**config.mk**
```make
export PLATFORM = sky130hd
export DESIGN_NAME = uart_rx_deframer
export DESIGN_NICKNAME = d
export VERILOG_FILES = /design/src/rtl/uart_pkg.sv /design/src/rtl/sat_counter16.sv /design/src/rtl/uart_rx_deframer.sv
export SDC_FILE = /design/constraint.sdc
export NUM_CORES = 1
export LEC_CHECK = 0
export CORE_MARGIN = 2
export CORE_UTILIZATION = 59
export DETAILED_ROUTE_END_ITERATION = 8
export HOLD_SLACK_MARGIN = 0.08
export PLACE_DENSITY = 0.9
export REMOVE_ABC_BUFFERS = 1
export SYNTH_ARGS = -nofsm -noshare
export SYNTH_HDL_FRONTEND = slang
export SYNTH_SLANG_ARGS = --single-unit
```
**constraint.sdc**
```tcl
create_clock -name CLK -period 8.1 [get_ports CLK]
set_input_delay 1.215 -clock CLK [delete_from_list [all_inputs] [get_ports CLK]]
set_output_delay 1.215 -clock CLK [all_outputs]
set_load 0.005 [all_outputs]
```
**src/rtl/uart_pkg.sv**
```systemverilog
// Shared types and constants for the UART receive-side frame deframer.
package uart_pkg;

    typedef enum logic [1:0] {
        HUNT,
        LEN,
        PAYLOAD,
        CHK
    } deframe_state_t;

    typedef logic [2:0] frame_status_t;

    localparam frame_status_t ST_OK  = 3'd0;
    localparam frame_status_t ST_CHK = 3'd1;
    localparam frame_status_t ST_LEN = 3'd2;
    localparam frame_status_t ST_PAR = 3'd3;
    localparam frame_status_t ST_TMO = 3'd4;

    localparam logic [7:0] DEFAULT_SOF = 8'h7E;

    function automatic logic [15:0] sat_inc16(input logic [15:0] value);
        return (value == 16'hFFFF) ? value : value + 16'd1;
    endfunction

endpackage

```
**src/rtl/sat_counter16.sv**
```systemverilog
// 16-bit event counter that sticks at its maximum instead of wrapping.
module sat_counter16
    import uart_pkg::*;
(
    input  logic        clk_i,
    input  logic        rst_i,
    input  logic        inc_i,
    output logic [15:0] count_o
);

    logic [15:0] count_q;
    logic [15:0] count_d;

    always_comb begin
        count_d = count_q;
        if (inc_i) begin
            count_d = sat_inc16(count_q);
        end
    end

    always_ff @(posedge clk_i) begin
        if (rst_i) begin
            count_q <= '0;
        end else begin
            count_q <= count_d;
        end
    end

    assign count_o = count_q;

endmodule

```
**src/rtl/uart_rx_deframer.sv**
```systemverilog
// Pulls bytes from the UART rx FIFO, parses SOF/LEN/payload/CHK frames,
// streams the payload out and reports a status pulse plus good/bad totals.
module uart_rx_deframer
    import uart_pkg::*;
#(
    parameter logic [7:0]  SOF_BYTE       = DEFAULT_SOF,
    parameter int unsigned MAX_LEN        = 64,
    parameter int unsigned TIMEOUT_CYCLES = 100000
) (
    input  logic        CLK,
    input  logic        RST,
    input  logic        RXF_NOT_EMPTY,
    input  logic [7:0]  RXF_DATA,
    input  logic        RXF_PARITY_ERR,
    output logic        RXF_POP,
    output logic [7:0]  OUT_DATA,
    output logic        OUT_VALID,
    output logic        OUT_LAST,
    input  logic        OUT_READY,
    output logic        FRAME_DONE,
    output logic [2:0]  FRAME_STATUS,
    output logic [15:0] GOOD_CNT,
    output logic [15:0] BAD_CNT
);

    localparam int unsigned      TMO_W     = $clog2(TIMEOUT_CYCLES + 1);
    localparam logic [TMO_W-1:0] TMO_LAST  = TMO_W'(TIMEOUT_CYCLES - 1);
    localparam logic [7:0]       MAX_LEN_B = 8'(MAX_LEN);

    deframe_state_t   state_q, state_d;
    logic             gap_q;
    logic [7:0]       remaining_q, remaining_d;
    logic [7:0]       chk_q, chk_d;
    logic             perr_q, perr_d;
    logic [TMO_W-1:0] tmo_q, tmo_d;
    logic [7:0]       out_data_q, out_data_d;
    logic             out_valid_q, out_valid_d;
    logic             out_last_q, out_last_d;
    logic             done_q, done_d;
    frame_status_t    status_q, status_d;

    logic out_accept;
    logic out_hold;
    logic can_take;
    logic pop;

    always_comb begin
        out_accept = out_valid_q & OUT_READY;
        out_hold   = out_valid_q & ~OUT_READY;
        // Payload bytes need a free (or freeing) output slot; other states always consume.
        can_take   = (state_q != PAYLOAD) | ~out_valid_q | OUT_READY;
        pop        = RXF_NOT_EMPTY & ~gap_q & can_take & ~RST;
    end

    always_comb begin
        state_d     = state_q;
        remaining_d = remaining_q;
        chk_d       = chk_q;
        perr_d      = perr_q;
        out_data_d  = out_data_q;
        out_valid_d = out_valid_q;
        out_last_d  = out_last_q;
        done_d      = 1'b0;
        status_d    = status_q;

        if (out_accept) begin
            out_valid_d = 1'b0;
            out_last_d  = 1'b0;
        end

        if ((state_q == HUNT) || pop) begin
            tmo_d = '0;
        end else if (out_hold) begin
            tmo_d = tmo_q;
        end else begin
            tmo_d = tmo_q + TMO_W'(1);
        end

        case (state_q)
            HUNT: begin
                if (pop && (RXF_DATA == SOF_BYTE) && !RXF_PARITY_ERR) begin
                    state_d = LEN;
                    perr_d  = 1'b0;
                end
            end
            LEN: begin
                if (pop) begin
                    remaining_d = RXF_DATA;
                    chk_d       = RXF_DATA;
                    if (RXF_PARITY_ERR) begin
                        done_d   = 1'b1;
                        status_d = ST_PAR;
                        state_d  = HUNT;
                    end else if (RXF_DATA > MAX_LEN_B) begin
                        done_d   = 1'b1;
                        status_d = ST_LEN;
                        state_d  = HUNT;
                    end else if (RXF_DATA == 8'd0) begin
                        state_d = CHK;
                    end else begin
                        state_d = PAYLOAD;
                    end
                end
            end
            PAYLOAD: begin
                if (pop) begin
                    out_data_d  = RXF_DATA;
                    out_valid_d = 1'b1;
                    out_last_d  = (remaining_q == 8'd1);
                    chk_d       = chk_q ^ RXF_DATA;
                    remaining_d = remaining_q - 8'd1;
                    perr_d      = perr_q | RXF_PARITY_ERR;
                    if (remaining_q == 8'd1) begin
                        state_d = CHK;
                    end
                end
            end
            CHK: begin
                if (pop) begin
                    done_d  = 1'b1;
                    state_d = HUNT;
                    if (perr_q || RXF_PARITY_ERR) begin
                        status_d = ST_PAR;
                    end else if (RXF_DATA != chk_q) begin
                        status_d = ST_CHK;
                    end else begin
                        status_d = ST_OK;
                    end
                end
            end
        endcase

        // A pop in the same cycle always beats the timeout.
        if ((state_q != HUNT) && !pop && !out_hold && (tmo_q == TMO_LAST)) begin
            done_d   = 1'b1;
            status_d = ST_TMO;
            state_d  = HUNT;
            tmo_d    = '0;
        end
    end

    always_ff @(posedge CLK) begin
        if (RST) begin
            state_q     <= HUNT;
            gap_q       <= 1'b0;
            perr_q      <= 1'b0;
            tmo_q       <= '0;
            out_data_q  <= '0;
            out_valid_q <= 1'b0;
            out_last_q  <= 1'b0;
            done_q      <= 1'b0;
            status_q    <= ST_OK;
        end else begin
            state_q     <= state_d;
            gap_q       <= pop;
            perr_q      <= perr_d;
            tmo_q       <= tmo_d;
            out_data_q  <= out_data_d;
            out_valid_q <= out_valid_d;
            out_last_q  <= out_last_d;
            done_q      <= done_d;
            status_q    <= status_d;
        end
    end

    always_ff @(posedge CLK) begin
        remaining_q <= remaining_d;
        chk_q       <= chk_d;
    end

    // Counters advance on the same edge that raises FRAME_DONE.
    sat_counter16 u_good_cnt (
        .clk_i   (CLK),
        .rst_i   (RST),
        .inc_i   (done_d & (status_d == ST_OK)),
        .count_o (GOOD_CNT)
    );

    sat_counter16 u_bad_cnt (
        .clk_i   (CLK),
        .rst_i   (RST),
        .inc_i   (done_d & (status_d != ST_OK)),
        .count_o (BAD_CNT)
    );

    assign RXF_POP      = pop;
    assign OUT_DATA     = out_data_q;
    assign OUT_VALID    = out_valid_q;
    assign OUT_LAST     = out_last_q;
    assign FRAME_DONE   = done_q;
    assign FRAME_STATUS = status_q;

endmodule

```
==> summary by stage, run 1 <==
Yosys
The leading register cell type out of synthesis is dfxtp_1. Summed over all instances, the cell type with the most area after synthesis is dfxtp_1. After synthesis the netlist holds a flip-flop and latch count of 83. Of the post-synthesis cell area, the dominant cell type holds 0.325. Of the synthesized area, sequential elements account for 0.442. The async set-or-reset flop fraction in the synthesized netlist is 0. Counting flops with a built-in enable in the synthesized netlist gives 16. Ranked by instance count, the synthesized netlist is headed by 67 x dfxtp_1, 67 x nor2_1, 43 x nand2_1. The post-synth design cell area is about 4100 µm². Synthesis produced approximately 460 cells.

In this run the mean area of a mapped cell was 8.88 µm². The Yosys step of the flow raised 0 warnings. Ranked by total cell area, the synthesized netlist is headed by dfxtp_1 33%, edfxtp_1 12%, nor2_1 6.1%.

The post-synthesis cell type count is 47.

Finish
Across the whole layout, storage elements account for 1820 µm². The filler cells instantiated in the layout total around 520. The area growth from synthesis to layout is 19.1%. The count of nets after finishing is roughly 530. Of the cells placed in the final design, the portion with a size suffix greater than 1 is 0.0469. The antenna diode count is 0. The multi-input gate area in the final layout is 2140 µm².

Job
The number of max-capacitance violations reported is 0.

Critical path
The worst setup path is captured at a flip-flop. The end point of the critical path is u_bad_cnt.count_o[8]$_SDFFE_PP0P_. The register-to-register path setup slack is around 4.7 ns.

On the critical path the largest part of the delay comes from simple AND/OR/NAND/NOR gates. The maximum fanout encountered on the critical timing path is 25. The launch point of the worst path is RXF_NOT_EMPTY. Counting cells, the worst reg-to-reg path comes to 7. On the worst path, the slowest cell contributes a delay of about 0.95 ns. The number of cells on the critical path is 8. The library cell contributing the largest single delay on the critical path is nor4bb_1. For the worst setup path, the data required time is about 8.4 ns. The signal on the critical path passes through clkdlybuf4s50_1, nor4bb_1, nand2_1, or3_1, o21ai_1, and3_1, nor3_1, mux2_1. STA puts the critical path data arrival time at ~4.6 ns. The critical path buffer and inverter count is 1. The endpoint identified for the worst register-to-register timing path is u_bad_cnt.count_o[8]$_SDFFE_PP0P_. The startpoint of the worst-slack reg-to-reg timing path is state_q[0]$_SDFFE_PP0P_. STA classifies the critical path startpoint as an input port. The critical path start-end classification is in2reg.

Clock network
The total of hold buffers inserted after clock tree synthesis is 0. Counting along the longest clock path gives a buffer depth of 2. Counting the buffers created by CTS gives 9. The number of setup buffers added after CTS is 0.

The clock reaches the later pin of the worst-skew pair after around 0.36 ns. TritonCTS built the clock tree. Clock-pin slew was measured on the worst setup and hold paths at around 0.090 ns. The number of resized instances in the post-cts repair step is 0.

The clock tree synthesis step divided the H-tree into 3 levels. For this design, the sink count on the clock tree is 83. The root buffer cell is clkbuf_8.

GRT
The final global-route overflow total is 0. The number of antenna violations at the first check in global routing is 0. Entering global routing, the biggest net connects 56 pins.

The global router's overall resource usage is 0.253. The via count of the first global-routing pass was about 3.3k. The global-route wire length before repair is between 15000 and 20000 µm.

Worst hold path
The worst hold path belongs to the class reg2reg.

Status
The flow ran to the end, and the final reports show no timing, DRC or antenna violations.

Timing
The worst-case clock skew is between 0.01 and 0.015 ns. The part of the cycle the worst path needs is 0.537. For the pin with the worst max-slew slack, the measured transition is 1.11 ns.

The final worst hold slack is a little over 0.5 ns. Setup repair after global routing left no endpoint under its margin. The sum of negative setup slack is 0 ns. Setup violations remaining at the end of the flow were counted as 0.

The number of max-slew violations in the final report came to 0. For the finished layout, the period the worst path requires is approximately 4.3 ns. The upper clock frequency limit is approximately 230 MHz. The worst pin sits at a relative slew slack of 0.250. The number of endpoints with negative hold slack in the final report is 0.

Routing
The pre-antenna-repair detailed-routing pass consisted of 4 iterations. After detailed routing, the number of remaining DRC violations is 0. The count of nets left with antenna violations once routing finished came out at 0. After the first detailed-routing iteration, the DRC count stood at approximately 250.

The wire length per cell after detailed routing is roughly 15 µm. Using the TritonRoute via totals, the vias-per-cell ratio works out to between 5 and 6. The final layout contains routed wiring with a total length of 9150 µm.

The via count of the routed design is ~3.5k.

Power
The analysis attributes to cell leakage a power of approximately 1.7 nW. The areal power density over the cells is ~150 nW/µm². The worst voltage drop across the vdd grid is ~160 µV.

Die
After floorplanning, the core was sized to cover ~6800 µm². In this run the vertical extent of the chip is around 90 µm. The site row count is 30. The die extent in x is roughly 88 µm.

The effective utilization at floorplan is 0.607. For this design the top-level I/O count stands at 60. The die covers between 7000 and 8000 µm².

Placed design
The post-DP HPWL is between 6000 and 7000 µm. The final weighted congestion in routability-driven placement is around 0.9. The number of buffers inserted by port buffering is 59.
## state kept, by name (all words and copies together), names as in the netlist, 3 cells and up, named ones only
signal and cells:
FRAME_STATUS 3, OUT_DATA 8, chk_q 8, remaining_q 8, tmo_q 17, u_bad_cnt.count_o 16
u_good_cnt.count_o 16
## kinds of logic after synthesis
family          share of synthesized area
fa+ha+maj                          0.0152
buf+inv                            0.0389
mux                                0.0434
flops                               0.442
simple gates                        0.284
compound gates                     0.0704
xor+xnor                            0.106
## cells in the final DEF, fill, tap and decap left out, types with 3 or more instances in the layout
| cell type | count |
|---|---|
| dfxtp_1 | 67 |
| nor2_1 | 67 |
| clkdlybuf4s50_1 | 58 |
| nand2_1 | 43 |
| xnor2_1 | 26 |
| xor2_1 | 24 |
| nand4_1 | 21 |
| nand3_1 | 18 |
| a21oi_1 | 18 |
| edfxtp_1 | 16 |
| o21ai_0 | 15 |
| nor3_1 | 11 |
| nor2b_1 | 10 |
| and3_1 | 10 |
| mux2i_1 | 10 |
| clkbuf_8 | 10 |
| or3_1 | 8 |
| mux2_1 | 7 |
| inv_1 | 6 |
| nor4_1 | 5 |
| o31ai_1 | 5 |
| or4_1 | 5 |
| ha_1 | 5 |
| nand3b_1 | 4 |
| and4_1 | 4 |
| nor4bb_1 | 3 |
| clkinvlp_4 | 3 |
## tightest hold or removal path: stages, from the launching register on
cell and delay [ns]:
dfxtp_1 0.33, a31oi_1 0.07, nor2_1 0.07
## cell type report
class / count / area share
multi-input combinational: 346 / 0.436
sequential: 83 / 0.371
timing repair buffer: 61 / 0.122
clock buffer: 10 / 0.0280
tap: 96 / 0.0245
clock inverter: 6 / 0.0133
inverter: 6 / 0.00459
## stage by stage
stage	utilization	cells	instance area, µm²	setup slack [ns]	power (mW)
final	0.722	608	4910	3.75	0.750
after global routing	0.722	608	4910	3.61	0.779
after CTS	0.722	608	4910	3.82	0.756
after global placement	0.692	592	4700	3.63	0.456
after detailed placement	0.692	592	4700	3.52	0.456
after floorplan	-	435	3980	4.53	0.440
## worst min path at each step
stage,cells past startpoint,startpoint,endpoint
CTS,2,OUT_LAST$_SDFF_PP0_,OUT_LAST$_SDFF_PP0_
global route,2,u_bad_cnt.count_o[15]$_SDFFE_PP0P_,u_bad_cnt.count_o[15]$_SDFFE_PP0P_
finish,2,OUT_LAST$_SDFF_PP0_,OUT_LAST$_SDFF_PP0_
global placement,2,tmo_q[15]$_SDFFE_PP0N_,tmo_q[15]$_SDFFE_PP0N_
floorplan,2,tmo_q[15]$_SDFFE_PP0N_,tmo_q[15]$_SDFFE_PP0N_
detailed placement,2,OUT_DATA[3]$_SDFFE_PP0P_,OUT_DATA[3]$_SDFFE_PP0P_
## report_power, final
part / switching, mW / internal, mW / total (mW)
logic: 0.0151 / 0.0114 / 0.0265
registers: 0.000265 / 0.420 / 0.420
clock network: 0.153 / 0.150 / 0.303
## routing by layer
layer,global-route usage,share of wire
met1,0.330,0.44
met2,0.413,0.49
met3,0.0669,0.054
met4,0.0825,0.018
met5,0,0
No activity file was read; power rests on OpenSTA's default activity.
==> run 2, diff against run 1 <==
--- a/config.mk
+++ b/config.mk
@@ -6,10 +6,10 @@
 export NUM_CORES = 1
 export LEC_CHECK = 0
 export CORE_MARGIN = 2
-export CORE_UTILIZATION = 59
+export CORE_UTILIZATION = 54
 export DETAILED_ROUTE_END_ITERATION = 8
 export HOLD_SLACK_MARGIN = 0.08
-export PLACE_DENSITY = 0.9
+export PLACE_DENSITY = 0.83
 export REMOVE_ABC_BUFFERS = 1
 export SYNTH_ARGS = -nofsm -noshare
 export SYNTH_HDL_FRONTEND = slang
==> constraint.sdc (replaced) <==
create_clock -name CLK -period 4.2 [get_ports CLK]
set_input_delay 0.63 -clock CLK [delete_from_list [all_inputs] [get_ports CLK]]
set_output_delay 0.63 -clock CLK [all_outputs]
set_load 0.005 [all_outputs]
==> summary by stage, run 2 (synthesis results as in run 1) <==
Status
Result of the run: finished clean (unchanged).

Clock network
The number of resized instances in the post-cts repair step came to 0 (unchanged). The number of sinks handled by clock tree synthesis is 83 (unchanged). The number of post-CTS setup repair buffers is 0 (unchanged). The depth of the CTS H-tree is 3 (unchanged). The maximum number of buffers from clock root to sink is 2 (unchanged). The CTS buffer count is 9 (unchanged).

The total of hold buffers inserted after clock tree synthesis is 0 (unchanged). The later-pin clock latency in the skew report is 0.35 ns (was 0.36 ns). The CTS clock-pin slew for the worst setup and hold paths is 0.08 ns (was 0.09 ns). The root buffer cell was clkbuf_8 (unchanged). The CTS tree is yes (unchanged).

Finish
The sequential cell area is 1820 µm² (unchanged). The post-route cell area was 4960 µm² (was 4910 µm²). The proportion of layout cells with a drive suffix above 1 is 0.0467 (was 0.0469). The relative area change from synthesis to final layout came to 20.2% (was 19.1%). Most frequent cells in the layout: 67 x dfxtp_1, 67 x nor2_1, 58 x clkdlybuf4s50_1 (unchanged). The flip-flop count of the largest register, all copies and words added is 17 (unchanged). The register containing the most flip-flops in the final layout is tmo_q (unchanged). The fraction of the core area covered by cells at the end of the flow came to 0.676 (was 0.722). The final cell count without fillers is 613 (was 608). The antenna diode count is 0 (unchanged). The number of filler cells placed in the layout is 570 (was 519). The count of nets after finishing is 527 (was 525). The multi-input gate area in the final layout came to 2140 µm² (unchanged).

Placed design
The number of instances in the placed design is 597 (was 592). The post-DP HPWL is 6330 µm (was 6260 µm). The worst setup timing slack at the placement stage is 0.568 ns (was 3.52 ns). The post-place instance area is 4720 µm² (was 4700 µm²). The final weighted congestion in routability-driven placement is 0.827 (was 0.900). The number of buffers inserted by port buffering is 59 (unchanged).

Timing
Of the available clock period, the critical path in the final layout requires 0.797. The sum of negative setup slack is 0 ns (unchanged). The number of max-slew violations in the final report is 0 (unchanged).

The post-layout minimum cycle time is 3.35 ns. RSZ-0062 raised after global routing: false (unchanged). The slew at the pin with the worst max-slew slack is 0.798 ns (was 1.11 ns). The worst-case clock skew is 0.00754 ns (was 0.0103 ns). The worst-case headroom to the max-slew limit is 0.468 (was 0.250).

The final worst hold slack came to 0.500 ns (was 0.503 ns). The setup slack after layout came to 0.852 ns (was 3.75 ns). Timing would allow up to 299 MHz. The final-report setup violation count is 0 (unchanged). The number of endpoints with negative hold slack in the final report is 0 (unchanged).

Critical path
The worst endpoint required time is 4.43 ns (was 8.35 ns). The type of destination of the critical path is a flip-flop (unchanged). The worst stage delay on the critical path is 0.73 ns (was 0.95 ns). The critical path start-end classification is in2reg (unchanged). Critical-path cell list: clkdlybuf4s50_1, nor4_1, a21oi_1, o31a_1, o21ai_0, and3_1, nor3_1, mux2_1 (was clkdlybuf4s50_1, nor4bb_1, nand2_1, or3_1, o21ai_1, and3_1, nor3_1, mux2_1).

The library cell contributing the largest single delay on the critical path was and3_1 (was nor4bb_1). The arrival time at the worst endpoint came to 3.58 ns (was 4.59 ns). The category of the worst setup path launch point was an input port (unchanged). The maximum fanout encountered on the critical timing path is 25 (unchanged).

Routing
The detailed router's first-iteration violation count is 177 (was 246). The via density per instance is 5.62 (was 5.70). The count of TritonRoute iterations in the first routing pass is 4 (unchanged).

The via count of the routed design is 3447 (was 3464). The antenna violation net count after detailed routing is 0 (unchanged). The DRC violation count after routing was 0 (unchanged). The total wire length after detailed routing is 9080 µm (was 9150 µm).

The wire length per cell after detailed routing is 14.8 µm (was 15.0 µm).

Worst hold path
The path class of the lowest-slack min-delay path is reg2reg (unchanged).

Power
The worst voltage drop across the vdd grid was 186 µV (was 158 µV). The overall power of the completed layout is 1.54 mW (was 750 µW). The leakage power of the design was 1.70 nW (was 1.67 nW). The areal power density over the cells came to 310 nW/µm² (was 153 nW/µm²).

Die
The number of top-level pins came to 60 (unchanged). The height of the die is 91.4 µm (was 87.6 µm). The die footprint is 8350 µm² (was 7670 µm²). The die extent in x was 91.4 µm (was 87.6 µm). The core outline area was 7330 µm² (was 6790 µm²). The effective utilization at floorplan is 0.562 (was 0.607).

The site row count came to 31 (was 30).

GRT
The final global-route overflow total is 0 (unchanged). The via count of the first global-routing pass was 3393 (was 3289). The global router's overall resource usage is 0.229 (was 0.253). The global-route wire length before repair is 15600 µm (was 15200 µm). The number of antenna violations at the first check in global routing is 0 (unchanged). The largest net degree at the start of global routing is 55 (was 56).

Job
The number of max-capacitance violations reported is 0 (unchanged).
run 2: cell count changes in the layout (fill, tap and decap cells not counted):
cell	change
buf_4	+2
bufinv_16	+2
clkbuf_1	+2
clkbuf_8	-1
clkinv_4	-1
clkinvlp_4	-2
run 2: final timing paths:
kind	end	cells after the start	slack (ns)	start
setup / recovery	u_bad_cnt.count_o[8]$_SDFFE_PP0P_	8	0.85	RXF_DATA[0]
hold / removal	u_bad_cnt.count_o[9]$_SDFFE_PP0P_	2	0.50	u_bad_cnt.count_o[9]$_SDFFE_PP0P_
setup reg to reg	u_bad_cnt.count_o[8]$_SDFFE_PP0P_	7	1.26	flip-flop
hold reg to reg	u_bad_cnt.count_o[9]$_SDFFE_PP0P_	2	0.50	u_bad_cnt.count_o[9]$_SDFFE_PP0P_
run 2: cell type report:
class	count	share of cell area
Multi-Input combinational cell	346	0.432
Sequential cell	83	0.368
Timing Repair Buffer	63	0.124
Clock buffer	11	0.0265
Tap cell	99	0.0250
Clock inverter	5	0.0204
Inverter	6	0.00454
run 2: routing by layer:
layer,GRT usage,wire (µm),up-vias
li1,-,-,1701
met1,0.284,3950,1634
met2,0.382,4500,100
met3,0.0639,498,12
met4,0.0770,129,0
met5,0,0,-
run 2: report_power, final:
group	switching (mW)	internal [mW]	total, mW
Sequential	0.000491	0.810	0.811
Clock	0.281	0.394	0.674
Combinational	0.0298	0.0220	0.0518
Total	0.311	1.23	1.54
run 2: worst max-delay path, delay by kind of cell:
family	cells	cell delay, ns
buf+inv	1	0.53
mux	1	0.35
compound gates	3	0.73
simple gates	3	1.32
==> run 3, diff against run 2 <==
==> constraint.sdc (replaced) <==
create_clock -name CLK -period 3.45 [get_ports CLK]
set_input_delay 0.5175 -clock CLK [delete_from_list [all_inputs] [get_ports CLK]]
set_output_delay 0.5175 -clock CLK [all_outputs]
set_load 0.005 [all_outputs]
==> summary by stage, run 3 (synthesis results as in run 1) <==
Finish
The proportion of layout cells with a drive suffix above 1 is 0.0597 (was 0.0467). The fraction of the core area covered by cells at the end of the flow was 0.678 (was 0.676). The register containing the most flip-flops in the final layout is tmo_q (unchanged). The flip-flop count of the largest register, all copies and words added is 17 (unchanged).

The antenna diode count is 0 (unchanged). The relative area change from synthesis to final layout came to 20.6% (was 20.2%). The count of nets after finishing is 532 (was 527). Most frequent cells in the layout: 67 x dfxtp_1, 67 x nor2_1, 58 x clkdlybuf4s50_1 (unchanged).

Timing
The post-layout minimum cycle time is about 3.0 ns. The sum of negative setup slack is 0 ns (unchanged). RSZ-0062 raised after global routing: false (unchanged). The final-report setup violation count came to 0 (unchanged). The slew at the pin with the worst max-slew slack was 0.709 ns (was 0.798 ns). The upper clock frequency limit is approximately 330 MHz. The worst-case headroom to the max-slew limit is 0.526 (was 0.468). The number of endpoints with negative hold slack in the final report is 0 (unchanged).

The part of the cycle the worst path needs is 0.874. The number of max-slew violations in the final report was 0 (unchanged). The worst-case clock skew is 0.00684 ns (was 0.00754 ns).

Clock network
The CTS clock-pin slew for the worst setup and hold paths came to 0.08 ns (about the same). The root buffer cell is clkbuf_8 (unchanged). The total of hold buffers inserted after clock tree synthesis came to 0 (unchanged). The number of sinks handled by clock tree synthesis was 83 (unchanged). The later-pin clock latency in the skew report is 0.36 ns (was 0.35 ns).

The number of resized instances in the post-cts repair step came to 0 (unchanged). The maximum number of buffers from clock root to sink came to 2 (unchanged). The CTS buffer count came to 9 (unchanged). The CTS tree was yes (unchanged).

The depth of the CTS H-tree is 3 (unchanged). The number of post-CTS setup repair buffers is 0 (unchanged).

Die
The die footprint was 8350 µm² (unchanged). The effective utilization at floorplan came to 0.562 (unchanged). The number of top-level pins is 60 (unchanged). The die extent in x was 91.4 µm (unchanged). The core outline area is 7330 µm² (unchanged). The site row count came to 31 (unchanged). The height of the die is 91.4 µm (unchanged).

Routing
The DRC violation count after routing is 0 (unchanged). The via count of the routed design is 3511 (was 3447). The antenna violation net count after detailed routing is 0 (unchanged). The total wire length after detailed routing came to 9550 µm (was 9080 µm). The count of TritonRoute iterations in the first routing pass was 5 (was 4). The detailed router's first-iteration violation count is 228 (was 177). The wire length per cell after detailed routing is 15.5 µm (was 14.8 µm).

The via density per instance is 5.68 (was 5.62).

Power
The overall power of the completed layout is 1.77 mW (was 1.54 mW). The areal power density over the cells is 356 nW/µm² (was 310 nW/µm²). The worst voltage drop across the vdd grid is 219 µV (was 186 µV).

The leakage power of the design came to 1.71 nW (was 1.70 nW).

Job
The number of max-capacitance violations reported was 0 (unchanged).

Placed design
The number of buffers inserted by port buffering is 59 (unchanged). The post-DP HPWL is 6510 µm (was 6330 µm). The final weighted congestion in routability-driven placement came to 0.838 (was 0.827).

Critical path
The worst endpoint required time was 3.70 ns (was 4.43 ns). The critical path start-end classification was in2reg (unchanged). The category of the worst setup path launch point is an input port (unchanged). The type of destination of the critical path is a flip-flop (unchanged). The arrival time at the worst endpoint came to 3.26 ns (was 3.58 ns). The maximum fanout encountered on the critical timing path is 25 (unchanged).

GRT
The final global-route overflow total is 0 (unchanged). The global-route wire length before repair came to 16200 µm (was 15600 µm). The via count of the first global-routing pass is 3437 (was 3393). The largest net degree at the start of global routing is 52 (was 55). The number of antenna violations at the first check in global routing is 0 (unchanged). The global router's overall resource usage is 0.240 (was 0.229).

Worst hold path
The path class of the lowest-slack min-delay path is in2reg (was reg2reg).

Status
Result of the run: finished clean (unchanged).
## run 3: path summary, 6_finish.rpt
kind,startpoint,endpoint,slack (ns),cells after the start
worst max-delay path,RXF_DATA[1],u_bad_cnt.count_o[13]$_SDFFE_PP0P_,0.44,9
worst min-delay path,RST,OUT_VALID$_SDFF_PP0_,0.41,2
worst max register to register,flip-flop,u_bad_cnt.count_o[7]$_SDFFE_PP0P_,0.68,7
worst min register to register,u_bad_cnt.count_o[9]$_SDFFE_PP0P_,u_bad_cnt.count_o[9]$_SDFFE_PP0P_,0.50,2
## run 3: area by class of cell
class                   instances  area, µm²
flip-flops and latches         83       1820
fillers                       557       2360
clock inverters                 3       17.5
clock buffers                  13        191
well taps                      99        124
repair buffers                 68        653
inverters                       6       22.5
multi-input cells             346       2140
## run 3: power breakdown
part | internal (mW) | leakage (nW) | switching (mW)
Clock | 0.367 | 0.106 | 0.352
Sequential | 0.986 | 0.683 | 0.000549
Combinational | 0.0275 | 0.926 | 0.0382
## run 3: worst max-delay path, stage by stage
cell and delay [ns]:
clkdlybuf4s50_1 0.54, nor4_1 0.49, a21oi_1 0.25, o31a_1 0.31, o21ai_0 0.27, and3_1 0.20, buf_4 0.25, nor4bb_1 0.09
mux2_1 0.33
## run 3: per-layer routing
metal	vias to the layer above	GRT usage	wire (µm)
li1	1712	-	-
met1	1631	0.304	4130
met2	140	0.390	4600
met3	28	0.0548	578
met4	0	0.111	244
met5	-	0	0
## run 3: per-stage QoR
| stage | hold slack [ns] | instances | cell area, µm² | worst slack [ns] |
|---|---|---|---|---|
| finish | 0.414 | 618 | 4970 | 0.435 |
| global route | 0.419 | 618 | 4970 | 0.251 |
| CTS | 0.420 | 618 | 4970 | 0.598 |
| detailed placement | 0.492 | 602 | 4760 | 0.221 |
| global placement | 0.479 | 602 | 4760 | 0.444 |
| floorplan | 0.466 | 435 | 3980 | 0.575 |
